**src/rtl/sram_cascade_pkg.sv**
```systemverilog
// Shared types and helpers for the SRAM bank cascade: controller state, bank-index width, parity.
package sram_cascade_pkg;

  typedef enum logic {
    ST_INIT = 1'b0,
    ST_RUN  = 1'b1
  } cascade_state_e;

  function automatic int bank_idx_w(input int num_banks);
    return (num_banks > 1) ? $clog2(num_banks) : 1;
  endfunction

  function automatic logic even_parity(input logic [63:0] d);
    return ^d;
  endfunction

endpackage

```
**src/rtl/sram_bank.sv**
```systemverilog
// One single-port SRAM bank: synchronous write, registered read, read data held between reads.
module sram_bank #(
  parameter int WORD_W = 4,
  parameter int AW     = 3
) (
  input  logic              clk,
  input  logic              rst,
  input  logic              cs,
  input  logic              we,
  input  logic [AW-1:0]     addr,
  input  logic [WORD_W-1:0] wdata,
  output logic [WORD_W-1:0] rdata
);

  logic [WORD_W-1:0] mem_q [2**AW];
  logic [WORD_W-1:0] rdata_d, rdata_q;

  always_comb begin
    rdata_d = rdata_q;
    if (cs && !we) rdata_d = mem_q[addr];
  end

  // Storage array is not reset; the controller's clear sweep initialises it.
  always_ff @(posedge clk) begin
    if (cs && we) mem_q[addr] <= wdata;
  end

  always_ff @(posedge clk or posedge rst) begin
    if (rst) rdata_q <= '0;
    else     rdata_q <= rdata_d;
  end

  assign rdata = rdata_q;

endmodule

```
**src/rtl/sram_bank_cascade.sv**
```systemverilog
// Vertical cascade of NUM_BANKS SRAM banks behind a valid/ready port with 1-cycle read latency.
// Optional per-word even parity with read-time checking: define SRAM_CASCADE_PARITY_EN.
module sram_bank_cascade
  import sram_cascade_pkg::*;
#(
  parameter  int DATA_W    = 4,
  parameter  int BANK_AW   = 3,
  parameter  int NUM_BANKS = 2,
  localparam int BIDX_W    = bank_idx_w(NUM_BANKS),
  localparam int ADDR_W    = BANK_AW + BIDX_W
) (
  input  logic              clk,
  input  logic              rst,
  input  logic              req_valid,
  output logic              req_ready,
  input  logic              req_we,
  input  logic [ADDR_W-1:0] req_addr,
  input  logic [DATA_W-1:0] req_wdata,
  output logic              rsp_valid,
  output logic [DATA_W-1:0] rsp_rdata,
  output logic              rsp_err,
  output logic              init_done
);

`ifdef SRAM_CASCADE_PARITY_EN
  localparam int WORD_W = DATA_W + 1;
`else
  localparam int WORD_W = DATA_W;
`endif

  localparam logic [BANK_AW-1:0] INIT_LAST = '1;

  // Handshake: a request transfers on a rising edge where req_valid && req_ready;
  // reads answer with rsp_valid for exactly one cycle after that edge.
  cascade_state_e      state_d, state_q;
  logic [BANK_AW-1:0]  init_addr_d, init_addr_q;
  logic                ready_d, ready_q;
  logic                done_d, done_q;
  logic                rsp_valid_d, rsp_valid_q;
  logic [BIDX_W-1:0]   sel_d, sel_q;

  logic                accept;
  logic [BIDX_W-1:0]   req_bank;
  logic [NUM_BANKS-1:0] req_onehot;
  logic [NUM_BANKS-1:0] bank_cs, bank_we;
  logic [BANK_AW-1:0]  bank_addr;
  logic [WORD_W-1:0]   bank_wdata, wr_word;
  logic [WORD_W-1:0]   bank_rdata [NUM_BANKS];
  logic [WORD_W-1:0]   sel_word;

  assign accept     = req_valid && ready_q;
  assign req_bank   = req_addr[ADDR_W-1:BANK_AW];
  assign req_onehot = {{(NUM_BANKS-1){1'b0}}, 1'b1} << req_bank;

`ifdef SRAM_CASCADE_PARITY_EN
  assign wr_word = {even_parity(64'(req_wdata)), req_wdata};
`else
  assign wr_word = req_wdata;
`endif

  always_comb begin
    state_d     = state_q;
    init_addr_d = init_addr_q;
    ready_d     = ready_q;
    done_d      = done_q;
    rsp_valid_d = 1'b0;
    sel_d       = sel_q;
    bank_cs     = '0;
    bank_we     = '0;
    bank_addr   = req_addr[BANK_AW-1:0];
    bank_wdata  = wr_word;
    case (state_q)
      ST_INIT: begin
        // All banks cleared in parallel; an all-zero word has zero parity.
        bank_cs     = '1;
        bank_we     = '1;
        bank_addr   = init_addr_q;
        bank_wdata  = '0;
        init_addr_d = init_addr_q + 1'b1;
        if (init_addr_q == INIT_LAST) begin
          state_d = ST_RUN;
          ready_d = 1'b1;
          done_d  = 1'b1;
        end
      end
      default: begin
        if (accept) begin
          bank_cs = req_onehot;
          if (req_we) begin
            bank_we = req_onehot;
          end else begin
            rsp_valid_d = 1'b1;
            sel_d       = req_bank;
          end
        end
      end
    endcase
  end

  always_ff @(posedge clk or posedge rst) begin
    if (rst) begin
      state_q     <= ST_INIT;
      init_addr_q <= '0;
      ready_q     <= 1'b0;
      done_q      <= 1'b0;
      rsp_valid_q <= 1'b0;
      sel_q       <= '0;
    end else begin
      state_q     <= state_d;
      init_addr_q <= init_addr_d;
      ready_q     <= ready_d;
      done_q      <= done_d;
      rsp_valid_q <= rsp_valid_d;
      sel_q       <= sel_d;
    end
  end

  for (genvar b = 0; b < NUM_BANKS; b++) begin : g_bank
    sram_bank #(.WORD_W(WORD_W), .AW(BANK_AW)) u_bank (
      .clk   (clk),
      .rst   (rst),
      .cs    (bank_cs[b]),
      .we    (bank_we[b]),
      .addr  (bank_addr),
      .wdata (bank_wdata),
      .rdata (bank_rdata[b])
    );
  end

  // The mux follows the registered bank index so later requests cannot disturb the output.
  assign sel_word  = bank_rdata[sel_q];
  assign rsp_rdata = sel_word[DATA_W-1:0];
  assign rsp_valid = rsp_valid_q;
  assign req_ready = ready_q;
  assign init_done = done_q;

`ifdef SRAM_CASCADE_PARITY_EN
  assign rsp_err = rsp_valid_q && (sel_word[DATA_W] != (^sel_word[DATA_W-1:0]));
`else
  assign rsp_err = 1'b0;
`endif

endmodule

```
**config.mk**
```make
export PLATFORM = sky130hd
export DESIGN_NAME = sram_bank_cascade
export DESIGN_NICKNAME = d
export VERILOG_FILES = /design/src/rtl/sram_cascade_pkg.sv /design/src/rtl/sram_bank.sv /design/src/rtl/sram_bank_cascade.sv
export SDC_FILE = /design/constraint.sdc
export NUM_CORES = 1
export LEC_CHECK = 0
export CORE_ASPECT_RATIO = 0.7
export CORE_MARGIN = 3
export CORE_UTILIZATION = 30
export DETAILED_ROUTE_END_ITERATION = 10
export GPL_TIMING_DRIVEN = 0
export SYNTH_ARGS = -nofsm -noshare
export SYNTH_HDL_FRONTEND = slang
export SYNTH_SLANG_ARGS = --single-unit
```
**constraint.sdc**
```tcl
create_clock -name clk -period 2.4 [get_ports clk]
set_clock_uncertainty 0.2 [all_clocks]
set_input_delay 0.24 -clock clk [delete_from_list [all_inputs] [get_ports clk]]
set_output_delay 0.24 -clock clk [all_outputs]
set_load 0.02 [all_outputs]
```
## Yosys cells after proc, flatten, opt, wreduce, memory -nomap -nowiden

Memories as Yosys holds them, arrays and structs flattened. A register that Yosys moved wholly into a read port is not among the register bits.
Cells that the tools add are included.

| storage, ports and cells | value |
|---|---|
| flip-flop bits (word level) | 7 |
| output and inout port bits | 8 |
| bits in writable memories | 64 |
| word-level logic and storage cells | 42 |
| memories | 2 |

Memory list:

| memory | depth | bits a word | rd ports | clocked after Yosys merged registers in | write ports | RTL line | RTL |
|---|---|---|---|---|---|---|---|
| g_bank[0].u_bank.mem_q | 8 | 4 | 1 | 1 | 1 | sram_bank.sv:15 | `logic [WORD_W-1:0] mem_q [2**AW];` |
| g_bank[1].u_bank.mem_q | 8 | 4 | 1 | 1 | 1 | sram_bank.sv:15 |  |

| operators by class | value |
|---|---|
| mux-type cells | 19 |
| bitwise logic cells | 3 |
| shift operators | 1 |
| reduce and logical (&&, ||, !) cells | 9 |
| $add $sub $neg | 1 |
| order comparisons | 1 |
| equal/unequal tests | 1 |

Operator list:

| cell | number |
|---|---|
| two-way mux 4 bit | 4 |
| two-way mux 2 bit | 5 |
| two-way mux 1 bit | 9 |
| logical AND 1 bit | 5 |
| adder 3 x 1 -> 3 bit (second input constant) | 1 |
| == test 3 bit (second input constant) | 1 |
| two-way mux 3 bit | 1 |
| AND reduction 3 bit | 1 |
| >= comparator 2 bit (second input constant) | 1 |
| zero test 1 bit | 2 |
| inverter 1 bit | 2 |
| inverter 1 -> 2 bit | 1 |
| AND reduction 2 bit | 1 |
| left shift 1 x 1 -> 2 bit (first input constant) | 1 |

## Depth between registers and ports, before layout

| depth | value |
|---|---|
| word-level depth | 7 |
| gate-level depth with buffers | 7 |
| mapped depth without buffers | 6 |

## By module

Synthesis repeated with hierarchy kept, for this count alone.

| second synthesis, totals | value |
|---|---|
| cell total of the unflattened synthesis | 242 |
| area, all modules | 3410.8 um2 |

Modules (own cells, without submodules):

| module | instances | cells each | area an instance (um2) | seq. area each (um2) |
|---|---|---|---|---|
| sram_bank | 2 | 100 | 1471.4 | 1061.0 |
| sram_bank_cascade | 1 | 42 | 467.9 | 175.2 |

## Least setup slack after synthesis

OpenSTA, ideal clock, no wires.

| path | value |
|---|---|
| path kind | reg2reg |
| start | reg, netlist name init_done |
| end | reg g_bank[1].u_bank.rdata_q[3], read port of g_bank[1].u_bank.mem_q |
| data arrival time | 1560 ps |
| buffers on the path | 1 |
| stages on the path, launching flop included | 8 |
| clock period less this slack | 1886 ps |
| path slack | 514 ps |
| required time | 2074 ps |
| setup time | 126 ps |
| path through | dfrtp_1 nand2_1 or3_4 inv_2 and2_1 buf_6 nand2_1 o32a_1 |

RTL lines:

| what | RTL line | RTL |
|---|---|---|
| end: declaration | sram_bank.sv:16 | `logic [WORD_W-1:0] rdata_d, rdata_q;` |

## Worst setup path in the final report

| path | value |
|---|---|
| start | reg state_q |
| end | mem g_bank[0].u_bank.mem_q[7][1] (enable) |

| on the way | value |
|---|---|
| cells in the longest elaborated chain, start to end | 4 |

Ends and longest elaborated chain:

| what | RTL line | RTL |
|---|---|---|
| start: declaration | sram_bank_cascade.sv:35 | `cascade_state_e state_d, state_q;` |
| start signal: assignment | sram_bank_cascade.sv:109 | `state_q <= state_d;` |
| two-way mux 2 bit | sram_bank_cascade.sv:72 | `case (state_q)` |
| logical AND 1 bit | sram_bank.sv:25 | `if (cs && we) mem_q[addr] <= wdata;` |
| two-way mux 1 bit | sram_bank.sv:25 |  |
| two-way mux 1 bit (implied by the code) | sram_bank.sv:25 |  |
| end: declaration | sram_bank.sv:15 |  |

Parallel ways exist; a longest one is shown, timed or not.

==> flow_summary.json <==
{
  "cts_resized": 0,
  "ios": 20,
  "rsz0062_at_grt": "true",
  "die_area_mm2": 0.0121,
  "clockRootBuffer": "clkbuf_16",
  "wl_um": 7260,
  "drt_iter0_markers": 188,
  "area_delta_synth_final_pct": 20.8,
  "start_util_pct": 31.1,
  "die_h_um": 93.0,
  "die_x_um": 130,
  "grt_pass1_wl_um": 11000,
  "cts_buffer_depth": 2,
  "r2r_slack_ps": -20,
  "tritoncts": "built",
  "worstReg2RegStart": "state_q",
  "slew_viol_final": 0,
  "hpwl_um": 5010,
  "period_share_pct": 101,
  "nFillCells": 957,
  "cts_sinks": 79,
  "wl_met3_um": 476,
  "htreeDepth": 3,
  "clkLatencyLatePin_ps": 330,
  "timing.final.crit_period_ps": 2420,
  "switching_share_pct": 20.1,
  "internal_power_mw": 2.60,
  "num_rows": 31,
  "core_area_mm2": 0.0104,
  "r2r-end": "g_bank[0].u_bank.mem_q[7][1]",
  "pwr-share-comb_pct": 7.9,
  "drtPass1Iterations": 4,
  "portBuffers": 18,
  "setup_viol": 4,
  "fin_cells": 387,
  "hold_viol": 0,
  "post_cts_buffers": 0,
  "yosys_warnings": 0,
  "ant_nets": 0,
  "syn_area_per_cell_um2": 14.7,
  "met1_length_um": 3720,
  "clk_pin_slew_ps": 60,
  "cp_max_fo": 10,
  "highest_layer": "met4",
  "stdcell_area_mm2": 0.00392,
  "status": "finished with violations",
  "numCtsBuffers": 9,
  "switching_power_uw": 651,
  "wire_per_inst_um": 18.8,
  "dp_cells": 371,
  "syn_nets": 235,
  "final_nets": 264,
  "grt.overflow.total": 0,
  "gp_congestion": 0.798,
  "required_ps": 2170,
  "routed_via_density": 5.08,
  "fmax_mhz": 413,
  "cts_hold_buffers": 0,
  "n_antenna_cell": 0,
  "arrival_ps": 2190,
  "worstMarginPinSlew_ps": 788,
  "clkPwrFrac_pct": 44.9,
  "final_layout_size_suffix_gt1_share_pct": 14.5,
  "grt_max_degree": 17,
  "violations": "setup timing",
  "grt_pass1_vias": 1889,
  "maxCapViolCount": 0,
  "wl_met2_um": 3000,
  "leakage_nw": 1.33,
  "seq_power_share_pct": 47.3,
  "crit_path_end_kind": "flip-flop",
  "p_per_area_mw_per_mm2": 828,
  "criticalPathCategory": "flip-flop to flip-flop",
  "irDropWorstVdd_mv": 0.415,
  "synth-seq-area-share_pct": 70.8,
  "grt_util_all_layers_pct": 12.8,
  "ff2ff_path_depth": 4,
  "hp-class": "primary input to asynchronous set/reset pin",
  "ys_seq_elements": 79,
  "syn_area_mm2": 0.00325,
  "whs_ps": 63.0,
  "cp-start-kind": "flip-flop",
  "via_count": 1967,
  "drc_errors": 0,
  "fin_ws_ps": -21.7,
  "synth_cells": 221,
  "synth_cell_types": 41,
  "slew_headroom_pct": 47.2,
  "post_dp_cell_area_mm2": 0.00359,
  "grt_antenna_before_repair": 0
}
## layout by cell type, fill, tap and decap left out, types with 2 or more instances in the layout
cell / n
clkbuf_1: 2
o22a_1: 7
dfrtp_1: 15
a21oi_1: 9
clkbuf_8: 2
mux2_2: 6
clkdlybuf4s50_1: 18
nor3b_1: 2
clkbuf_16: 9
o21ai_0: 2
o211ai_1: 2
nor2b_1: 3
inv_2: 2
ha_1: 2
and2_1: 5
nand2_1: 7
inv_1: 4
mux2i_1: 4
buf_2: 6
o221ai_1: 2
nor2_1: 17
a221oi_1: 9
nand2b_1: 4
a21o_1: 3
o21bai_1: 2
nor3_1: 4
a22oi_1: 14
bufinv_16: 2
edfxtp_1: 64
buf_4: 3
a31oi_1: 2
nand3_1: 6
## cells in the mapped netlist, drive strengths merged
master   instances  area share [%]
a21o             3            0.69
a21oi            9             1.4
a221oi           9             2.4
a22oi           14             3.2
a31oi            2            0.39
a32o             1            0.31
a41oi            1            0.27
and2             5            0.96
and3b            1            0.27
buf             10             2.0
conb             1            0.12
dfrtp           15              12
edfxtp          64              59
ha               2            0.77
inv              6            0.69
mux2             6             2.1
mux2i            4             1.2
nand2            8             1.0
nand2b           4            0.77
nand3            6            0.93
nand3b           1            0.23
nor2            17             2.0
nor2b            3            0.58
nor3             5            0.77
nor3b            2            0.46
o2111ai          1            0.27
o211ai           2            0.46
o21ai            3            0.46
o21bai           2            0.46
o221ai           2            0.54
o22a             7             1.9
o32a             1            0.31
o32ai            1            0.50
or2              1            0.19
or3              1            0.35
xnor2            1            0.27
## area by class of cell
cell class	instances	area [um2]	share of cell area [%]
sequential	79	2300	58.6
buffer	10	63.8	1.63
clock inverter	3	65.1	1.66
clock buffer	13	260	6.64
tap	132	165	4.21
timing repair buffer	18	180	4.59
inverter	6	22.5	0.574
multi-input combinational	126	867	22.1
## sequential cells by signal, summed over array words and instances (netlist names)
| register | flops |
|---|---|
| init_addr_q | 3 |
| sel_q | 1 |
| g_bank.u_bank.rdata | 8 |
| init_done | 1 |
| rsp_valid | 1 |
| g_bank.u_bank.mem_q | 64 |
| state_q | 1 |
## power groups by stage
| stage | combinational (mW) | sequential (mW) | clock [mW] |
|---|---|---|---|
| CTS | 0.256 | 1.54 | 1.48 |
| global route | 0.277 | 1.54 | 1.55 |
| detailed placement | 0.254 | 1.56 | 0 |
| floorplan | 0.152 | 1.56 | 0 |
| finish | 0.256 | 1.53 | 1.46 |
| global placement | 0.253 | 1.56 | 0 |
## how the worst max path moves through the flow
stage | from | endpoint | slack [ps] | cells after the start
global route | state_q | g_bank[1].u_bank.mem_q[7][0] | -150 | 4
finish | state_q | g_bank[0].u_bank.mem_q[7][1] | -20 | 4
global placement | req_addr[1] | g_bank[1].u_bank.mem_q[3][1] | -50 | 5
floorplan | init_done | g_bank[1].u_bank.rdata[3] | 510 | 7
detailed placement | req_addr[0] | g_bank[0].u_bank.mem_q[6][2] | -50 | 4
CTS | state_q | g_bank[0].u_bank.mem_q[7][1] | 3 | 4
## layer usage
metal	vias to the layer above	track usage [%]
li1	925	-
met1	979	19.4
met2	59	16.5
met3	4	5.82
met4	0	3.11
met5	-	0
## worst max-delay path: stages, from the launching register on
cell	delay [ps]
dfrtp_1	480
buf_4	210
buf_2	230
a31oi_1	310
nor3_1	620
## stage by stage
step	setup TNS, ps	setup WS, ps	power [mW]	util [%]
after global placement	-578	-51.3	1.82	34.4
final	-76.0	-21.7	3.25	37.6
after CTS	0	3.11	3.27	37.5
after floorplan	0	514	1.71	-
after global routing	-2680	-146	3.37	37.6
after detailed placement	-678	-51.5	1.82	34.4
## logic make-up (layout without fill, tap and decap cells)
kind of cell	count (synthesis)	after routing	share of synthesized area (%)
flops	79	79	70.8
compound gates	58	58	13.6
simple gates	54	54	8.48
buf+inv	16	50	2.66
mux	10	10	3.32
fa+ha+maj	2	2	0.771
other cells	1	1	0.116
xor+xnor	1	1	0.270
No activity file was read; power rests on OpenSTA's default activity.
